### config.mk
export PLATFORM = sky130hd
export DESIGN_NAME = shift_exec_pipe
export DESIGN_NICKNAME = d
export VERILOG_FILES = /design/src/rtl/shift_exec_pipe.sv
export SDC_FILE = /design/constraint.sdc
export NUM_CORES = 1
export LEC_CHECK = 0
export CAP_MARGIN = 20
export CORE_UTILIZATION = 50
export CTS_CLUSTER_DIAMETER = 30
export DETAILED_ROUTE_END_ITERATION = 12
export MAX_ROUTING_LAYER = met4
export PLACE_DENSITY = 0.85
export RECOVER_POWER = 50
export SLEW_MARGIN = 20
export SYNTH_ARGS = -nofsm -noshare
export SYNTH_HDL_FRONTEND = slang
export SYNTH_SLANG_ARGS = --single-unit
### constraint.sdc
create_clock -name i_clk -period 1.8 [get_ports i_clk]
set_input_delay 0.18 -clock i_clk [delete_from_list [all_inputs] [get_ports i_clk]]
set_output_delay 0.18 -clock i_clk [all_outputs]
set_load 0.01 [all_outputs]
### src/rtl/shift_exec_pipe.sv
// shift_exec_pipe: two-stage RV32I SLL/SRL/SRA unit with a valid/ready handshake on each side.
// SLL bit-reverses its operand so one right-shift network serves all three ops.
module shift_exec_pipe #(
    parameter int XLEN = 32,
    parameter int TAGW = 5
) (
    input  logic            i_clk,
    input  logic            i_rst_n,
    input  logic            i_flush,
    input  logic            i_valid,
    output logic            o_ready,
    input  logic [1:0]      i_op,
    input  logic [XLEN-1:0] i_a,
    input  logic [4:0]      i_shamt,
    input  logic [TAGW-1:0] i_rd,
    output logic            o_valid,
    input  logic            i_ready,
    output logic [XLEN-1:0] o_result,
    output logic [TAGW-1:0] o_rd,
    output logic            o_illegal
);
    logic            s1_valid_q, s1_valid_d;
    logic [XLEN-1:0] s1_part_q, s1_part_d;
    logic [1:0]      s1_sh_q, s1_sh_d;
    logic            s1_fill_q, s1_fill_d;
    logic            s1_rev_q, s1_rev_d;
    logic [TAGW-1:0] s1_rd_q, s1_rd_d;
    logic            s1_ill_q, s1_ill_d;
    logic            out_valid_q, out_valid_d;
    logic [XLEN-1:0] out_res_q, out_res_d;
    logic [TAGW-1:0] out_rd_q, out_rd_d;
    logic            out_ill_q, out_ill_d;
    logic            stage2_adv, accept, ill, fill;
    logic [XLEN-1:0] a_rev, x, p1, p2, p4, y8, y16, y16_rev;

    assign stage2_adv = !out_valid_q || i_ready;
    assign o_ready    = !i_flush && (!s1_valid_q || stage2_adv);
    assign accept     = i_valid && o_ready;
    assign a_rev      = {<<{i_a}};
    assign y16_rev    = {<<{y16}};

    always_comb begin
        ill  = i_op == 2'b10;
        // Reserved ops feed zero with zero fill so the result comes out as 0.
        fill = (i_op == 2'b11) && i_a[XLEN-1];
        x    = ill ? '0 : (i_op == 2'b00) ? a_rev : i_a;
        p1   = i_shamt[0] ? {fill, x[XLEN-1:1]} : x;
        p2   = i_shamt[1] ? {{2{fill}}, p1[XLEN-1:2]} : p1;
        p4   = i_shamt[2] ? {{4{fill}}, p2[XLEN-1:4]} : p2;
        y8   = s1_sh_q[0] ? {{8{s1_fill_q}}, s1_part_q[XLEN-1:8]} : s1_part_q;
        y16  = s1_sh_q[1] ? {{16{s1_fill_q}}, y8[XLEN-1:16]} : y8;
        s1_valid_d  = i_flush ? 1'b0 : accept ? 1'b1 : stage2_adv ? 1'b0 : s1_valid_q;
        s1_part_d   = accept ? p4 : s1_part_q;
        s1_sh_d     = accept ? i_shamt[4:3] : s1_sh_q;
        s1_fill_d   = accept ? fill : s1_fill_q;
        s1_rev_d    = accept ? (i_op == 2'b00) : s1_rev_q;
        s1_rd_d     = accept ? i_rd : s1_rd_q;
        s1_ill_d    = accept ? ill : s1_ill_q;
        out_valid_d = i_flush ? 1'b0 : stage2_adv ? s1_valid_q : out_valid_q;
        out_res_d   = (stage2_adv && s1_valid_q) ? (s1_rev_q ? y16_rev : y16) : out_res_q;
        out_rd_d    = (stage2_adv && s1_valid_q) ? s1_rd_q : out_rd_q;
        out_ill_d   = (stage2_adv && s1_valid_q) ? s1_ill_q : out_ill_q;
    end

    always_ff @(posedge i_clk or negedge i_rst_n) begin
        if (!i_rst_n) begin
            s1_valid_q  <= 1'b0;
            s1_part_q   <= '0;
            s1_sh_q     <= '0;
            s1_fill_q   <= 1'b0;
            s1_rev_q    <= 1'b0;
            s1_rd_q     <= '0;
            s1_ill_q    <= 1'b0;
            out_valid_q <= 1'b0;
            out_res_q   <= '0;
            out_rd_q    <= '0;
            out_ill_q   <= 1'b0;
        end else begin
            s1_valid_q  <= s1_valid_d;
            s1_part_q   <= s1_part_d;
            s1_sh_q     <= s1_sh_d;
            s1_fill_q   <= s1_fill_d;
            s1_rev_q    <= s1_rev_d;
            s1_rd_q     <= s1_rd_d;
            s1_ill_q    <= s1_ill_d;
            out_valid_q <= out_valid_d;
            out_res_q   <= out_res_d;
            out_rd_q    <= out_rd_d;
            out_ill_q   <= out_ill_d;
        end
    end

    assign o_valid   = out_valid_q;
    assign o_result  = out_res_q;
    assign o_rd      = out_rd_q;
    assign o_illegal = out_ill_q;
endmodule

==> impl_metrics.ini, run 1 <==
[timing]
finClkSkew_ns = 0.008766
max_freq_mhz = 560.1
relSlewSlack_pct = 41.03
min_period_ns = 1.785
whs_ns = 0.3694
setup_viol = 0
finalWorstSetupSlack_ns = 0.01464
rsz0062_at_grt = yes
worstMarginPinSlew_ns = 0.8846
tns_ns = 0
slew_viol_final = 0
finalHoldViolations = 0
fin_crit_sh_pct = 99.19

[setup_path]
start_kind = input port
crit_type = input port to flop
crit_family = buffers and inverters
path_buf_inv = 3
cp-end-kind = flop
cpMaxStageDelayCell = a2111oi_1
cp.required_ns = 2.08
crit_arrival_ns = 2.07
slowest_delay_ns = 0.51
crit_path_cell_trace = dlygate4sd2_1 > bufbuf_16 > or3b_1 > buf_4 > a2111oi_1 > o21ai_0 > nand2_1
critPathMaxFanout = 15

[logic_synthesis]
ys_ff_latch = 82
synth_fp_nets = 611
synth_ff_type = dfrtp_1
ys_async_sr_fraction_pct = 100.0
syn_inst = 562
yosys_warnings = 0
synth_edf_count = 0
synth_area_um2 = 5817
synth_cell_types = 44
synth-seq-area-share_pct = 35.28
avgSynthCellArea_um2 = 10.35

[pwr]
power_mw = 7.384
p_leak_nw = 3.268
power.density_nw_per_um2 = 932.0
ir_worst_vdd_mv = 0.8414

[outcome]
status = completed

[placed_design]
dp_slack_ns = -0.5240
io_buffers = 88
hpwl_mm = 12.06
gp_routability_congestion = 0.9232
postPlaceCellArea_um2 = 7328

[global_routing]
grt_antenna_before_repair = 0
grt_pass1_vias = 5154
grt_use_total_pct = 30.07
grt_overflow = 0
grt_max_degree = 54
grt_pass1_wl_mm = 26.69

[cts]
ctsHtreeMaxLevel = 3
cts.sinks = 82
cts.clk_slew.worst_paths_ns = 0.06
cts-root-buf = clkbuf_16
cts.path.max_buffers = 2
clk-insertion-delay-late_ns = 0.35
cts_made_buffers = 9
post_cts_buffers = 0
cts_tree = built

[routing]
avgRoutedWirePerCell_um = 20.28
antenna_left = 0
drc_errors = 0
via_per_inst = 6.411
dr.pass1.iters = 5
wl_mm = 16.94
num_vias = 5353
drt_iter0_drc = 451

[floorplan]
start_util_pct = 51.16
io_pins = 89
die_x_um = 109.9
dieArea_um2 = 12070
coreArea_um2 = 11370
die_y_um = 109.9
rows = 39

[cells_and_area]
drive_above_1_share_pct = 32.37
syn_to_final_growth_pct = 36.20
design_area_um2 = 7923
antenna_cells = 0
final_nets = 736

[flow_run]
max-cap-violations = 0

[min_path]
hp-class = input port to flop
-- cells in the mapped netlist (all sizes together) (2+ instances only) --
cell type / number / area, um2
a21oi: 41 / 205.2
clkbuf: 25 / 96.34
nand3: 2 / 10.01
nand2b: 11 / 68.82
a32oi: 30 / 262.8
o21ai: 40 / 200.2
a211oi: 7 / 57.55
nor2: 14 / 52.55
o211ai: 8 / 60.06
dfrtp: 82 / 2052
o221ai: 5 / 43.79
inv: 5 / 18.76
buf: 31 / 222.7
a311oi: 2 / 17.52
a21boi: 16 / 120.1
a21o: 10 / 75.07
mux4: 30 / 709.4
nand2: 78 / 292.8
mux2i: 15 / 150.1
a221oi: 3 / 26.28
or3b: 31 / 276.5
a22oi: 3 / 22.52
mux2: 62 / 698.2
-- cells by family after synthesis --
logic type | after synthesis | share of synthesized area, %
buf+inv | 62 | 5.872
mux | 107 | 26.78
flops | 82 | 35.28
compound gates | 171 | 19.57
simple gates | 140 | 12.50
-- state kept, by name (all words and copies together), names as in the netlist --
signal      count
o_rd            5
o_valid         1
s1_valid_q      1
s1_part_q      32
s1_fill_q       1
o_result       32
s1_rd_q         5
o_illegal       1
s1_rev_q        1
s1_sh_q         2
s1_ill_q        1
-- cells in the final DEF, fill, tap and decap left out, types with 15 or more instances in the layout --
master / count
dfrtp_1: 82
nand2_1: 78
clkdlybuf4s50_1: 70
buf_4: 64
mux2_2: 62
a21oi_1: 40
o21ai_0: 40
mux4_2: 23
mux2i_1: 15
or3b_2: 15
-- layout make-up --
| type | instances | area, um2 |
|---|---|---|
| Clock inverter | 6 | 90.09 |
| Clock buffer | 10 | 239.0 |
| Tap cell | 143 | 178.9 |
| Sequential cell | 82 | 2052 |
| Timing Repair Buffer | 170 | 1709 |
| Multi-Input combinational cell | 418 | 3631 |
| Fill cell | 817 | 3447 |
| Inverter | 6 | 22.52 |
-- layer usage --
layer / track usage, % / vias to the layer above / part of all wire, %
li1: - / 2384 / -
met1: 36.94 / 2646 / 40
met2: 49.06 / 278 / 50
met3: 4.979 / 45 / 7.3
met4: 12.76 / 0 / 3.1
met5: - / - / 0
-- final timing paths --
| kind | slack [ns] | endpoint | depth (start not counted) | startpoint |
|---|---|---|---|---|
| worst max register to register | 0.05 | o_result[0] | 5 | s1_sh_q[0] |
| worst min-delay path | 0.37 | s1_rd_q[4] | 3 | i_rd[4] |
| worst max-delay path | 0.01 | s1_part_q[31] | 7 | i_op[1] |
| min in group asynchronous | 0.47 | s1_rd_q[4] | 2 | i_rst_n |
| worst min register to register | 0.47 | o_result[12] | 1 | o_result[12] |
| max in group asynchronous | 0.32 | o_result[12] | 3 | i_rst_n |
-- power by group --
group	internal, mW	switching [mW]	total [mW]
registers	2.28	0.337	2.62
logic	1.53	1.21	2.75
clock network	1.25	0.761	2.02
total	5.07	2.31	7.38
-- what timing repair did --
action	CTS	global route
resized for setup	25	11
hold buffers	1	0
setup endpoints to repair	27	12
pin swaps	0	1
endpoints found under the hold margin	52	0
cloned	2	0
-- worst reg2reg max path: cells and delay by family (launching register included) --
family                 cells  cell delay (ns)
muxes                      3             0.91
AOI/OAI and AO/OA          1             0.11
buffers and inverters      1             0.20
DFF                        1             0.38
-- through the flow --
step	utilization, %	cells
after floorplan	-	562
after global placement	64.45	816
after CTS	68.90	835
after detailed placement	64.45	816
after global routing	69.68	835
final	69.68	835
Note: power is estimated with default switching activity, not from simulation.
==> inputs of run 2 (changes only) <==
- CORE_MARGIN: not set -> 3
==> run 2 against run 1 <==
  * Critical path depth fell by 2
  * Sequential cell count did not move
  * Global-route usage fell by 3.8 points
  * Final cell count fell by 0.84%
  * Critical path type unchanged
  * Register-to-register slack barely moved
  * Utilization fell by 1.0 points
  * Clock skew fell by 0.0021 ns
==> impl_metrics.ini, run 2 (synthesis results as in run 1) <==
[outcome]
status = completed

[setup_path]
crit_type = input port to flop
crit_arrival_ns = 2.08
cp.required_ns = 2.09
start_kind = input port
slowest_delay_ns = 0.58
r2r_start = s1_sh_q[0]
cp-end-kind = flop
cpMaxStageDelayCell = clkdlybuf4s50_1
crit_path_cell_trace = clkdlybuf4s50_1 > or3b_2 > a22oi_1 > mux4_1 > mux2_2
critPathMaxFanout = 3
reg2reg_to = o_result[25]
reg2reg_slack_ns = 0.05
r2r_cells = 5

[global_routing]
grt_max_degree = 42
grt_pass1_wl_mm = 26.23
grt_antenna_before_repair = 0
grt_pass1_vias = 5062
grt_use_total_pct = 26.23
grt_overflow = 0

[routing]
drc_errors = 0
drt_iter0_drc = 563
dr.pass1.iters = 5
met2RoutedLength_mm = 8.222
num_vias = 5223
wl_met3_mm = 1.109
via_per_inst = 6.308
top_layer_used = met4
antenna_left = 0
met1_length_mm = 6.521
avgRoutedWirePerCell_um = 19.75
wl_mm = 16.36

[floorplan]
dieArea_um2 = 12960
die_y_um = 113.9
die_x_um = 113.9
io_pins = 89
coreArea_um2 = 11130
rows = 38
start_util_pct = 52.28

[pwr]
p_leak_nw = 3.193
power.density_nw_per_um2 = 922.5
ir_worst_vdd_mv = 0.8701
power_mw = 7.047

[timing]
rsz0062_at_grt = no
max_freq_mhz = 558.6
whs_ns = 0.3703
worstMarginPinSlew_ns = 1.077
fin_crit_sh_pct = 99.45
relSlewSlack_pct = 28.17
slew_viol_final = 0
finClkSkew_ns = 0.006641
min_period_ns = 1.790
finalWorstSetupSlack_ns = 0.009926
tns_ns = 0
finalHoldViolations = 0
setup_viol = 0

[cts]
cts.sinks = 82
cts_made_buffers = 9
cts-root-buf = clkbuf_16
cts_tree = built
cts.clk_slew.worst_paths_ns = 0.06
cts.path.max_buffers = 2
ctsHtreeMaxLevel = 3
clk-insertion-delay-late_ns = 0.34

[placed_design]
dp_slack_ns = -0.5460
postPlaceCellArea_um2 = 7257
io_buffers = 88
hpwl_mm = 12.06
gp_routability_congestion = 0.9473

[cells_and_area]
layout_commonest_cell = dfrtp_1
syn_to_final_growth_pct = 31.34
final_nets = 732
drive_above_1_share_pct = 29.65
layout_common_cells = dfrtp_1, nand2_1, clkdlybuf4s50_1
design_area_um2 = 7640
antenna_cells = 0

[min_path]
hp-class = input port to flop
worstHoldPathCells = 3
hold_end = s1_rd_q[1]
hp-start = i_rd[1]

[flow_run]
max-cap-violations = 0
run 2: report_power, final:
group / switching, mW / total (mW) / leakage, nW / internal (mW)
clock network: 0.693 / 1.76 / 0.138 / 1.07
logic: 1.17 / 2.65 / 2.03 / 1.49
registers: 0.344 / 2.63 / 1.02 / 2.28
total: 2.20 / 7.05 / 3.19 / 4.84
run 2: layout make-up:
| type | instances | area, um2 |
|---|---|---|
| Sequential cell | 82 | 2052 |
| Inverter | 6 | 22.52 |
| Tap cell | 140 | 175.2 |
| Timing Repair Buffer | 166 | 1617 |
| Fill cell | 826 | 3486 |
| Multi-Input combinational cell | 418 | 3493 |
| Clock buffer | 13 | 240.2 |
| Clock inverter | 3 | 40.04 |
run 2: how the worst max path moves through the flow:
| stage | startpoint | end | slack [ns] | cells past startpoint |
|---|---|---|---|---|
| 6_report | i_a[16] | s1_part_q[8] | 0.01 | 5 |
| 5_1_grt | s1_sh_q[0] | o_result[25] | 0.004 | 5 |
| 4_1_cts | o_valid | o_ready | 0.05 | 3 |
| 3_5_place_dp | i_op[1] | s1_part_q[14] | -0.55 | 7 |
| 3_3_place_gp | i_op[1] | s1_part_q[14] | -0.52 | 7 |
| 2_1_floorplan | o_valid | s1_part_q[10] | 0.002 | 4 |
run 2: per-layer routing:
metal / global-route usage, % / up-vias
met5: - / -
met4: 10.21 / 0
met3: 3.448 / 40
met2: 43.07 / 268
met1: 33.24 / 2529
li1: - / 2386
run 2: worst max-delay path: cells and delay by family:
kind | cells | cell delay, ns
AND/OR/NAND/NOR | 1 | 0.49
multiplexers | 2 | 0.47
buffers and inverters | 1 | 0.58
AO/OA/AOI/OAI | 1 | 0.35
run 2: timing repair:
item | CTS | global route
setup buffers | 0 | 0
hold buffers | 1 | 0
gates resized for setup | 8 | 8
endpoints found under the hold margin | 17 | 0
gates cloned | 2 | 0
setup endpoints to repair | 22 | 18
pin swaps | 1 | 0
run 2: metrics by stage:
stage | std cells | util (%)
after floorplan | 562 | -
after global placement | 809 | 65.23
after detailed placement | 809 | 65.23
after CTS | 828 | 68.74
after global routing | 828 | 68.67
final | 828 | 68.67
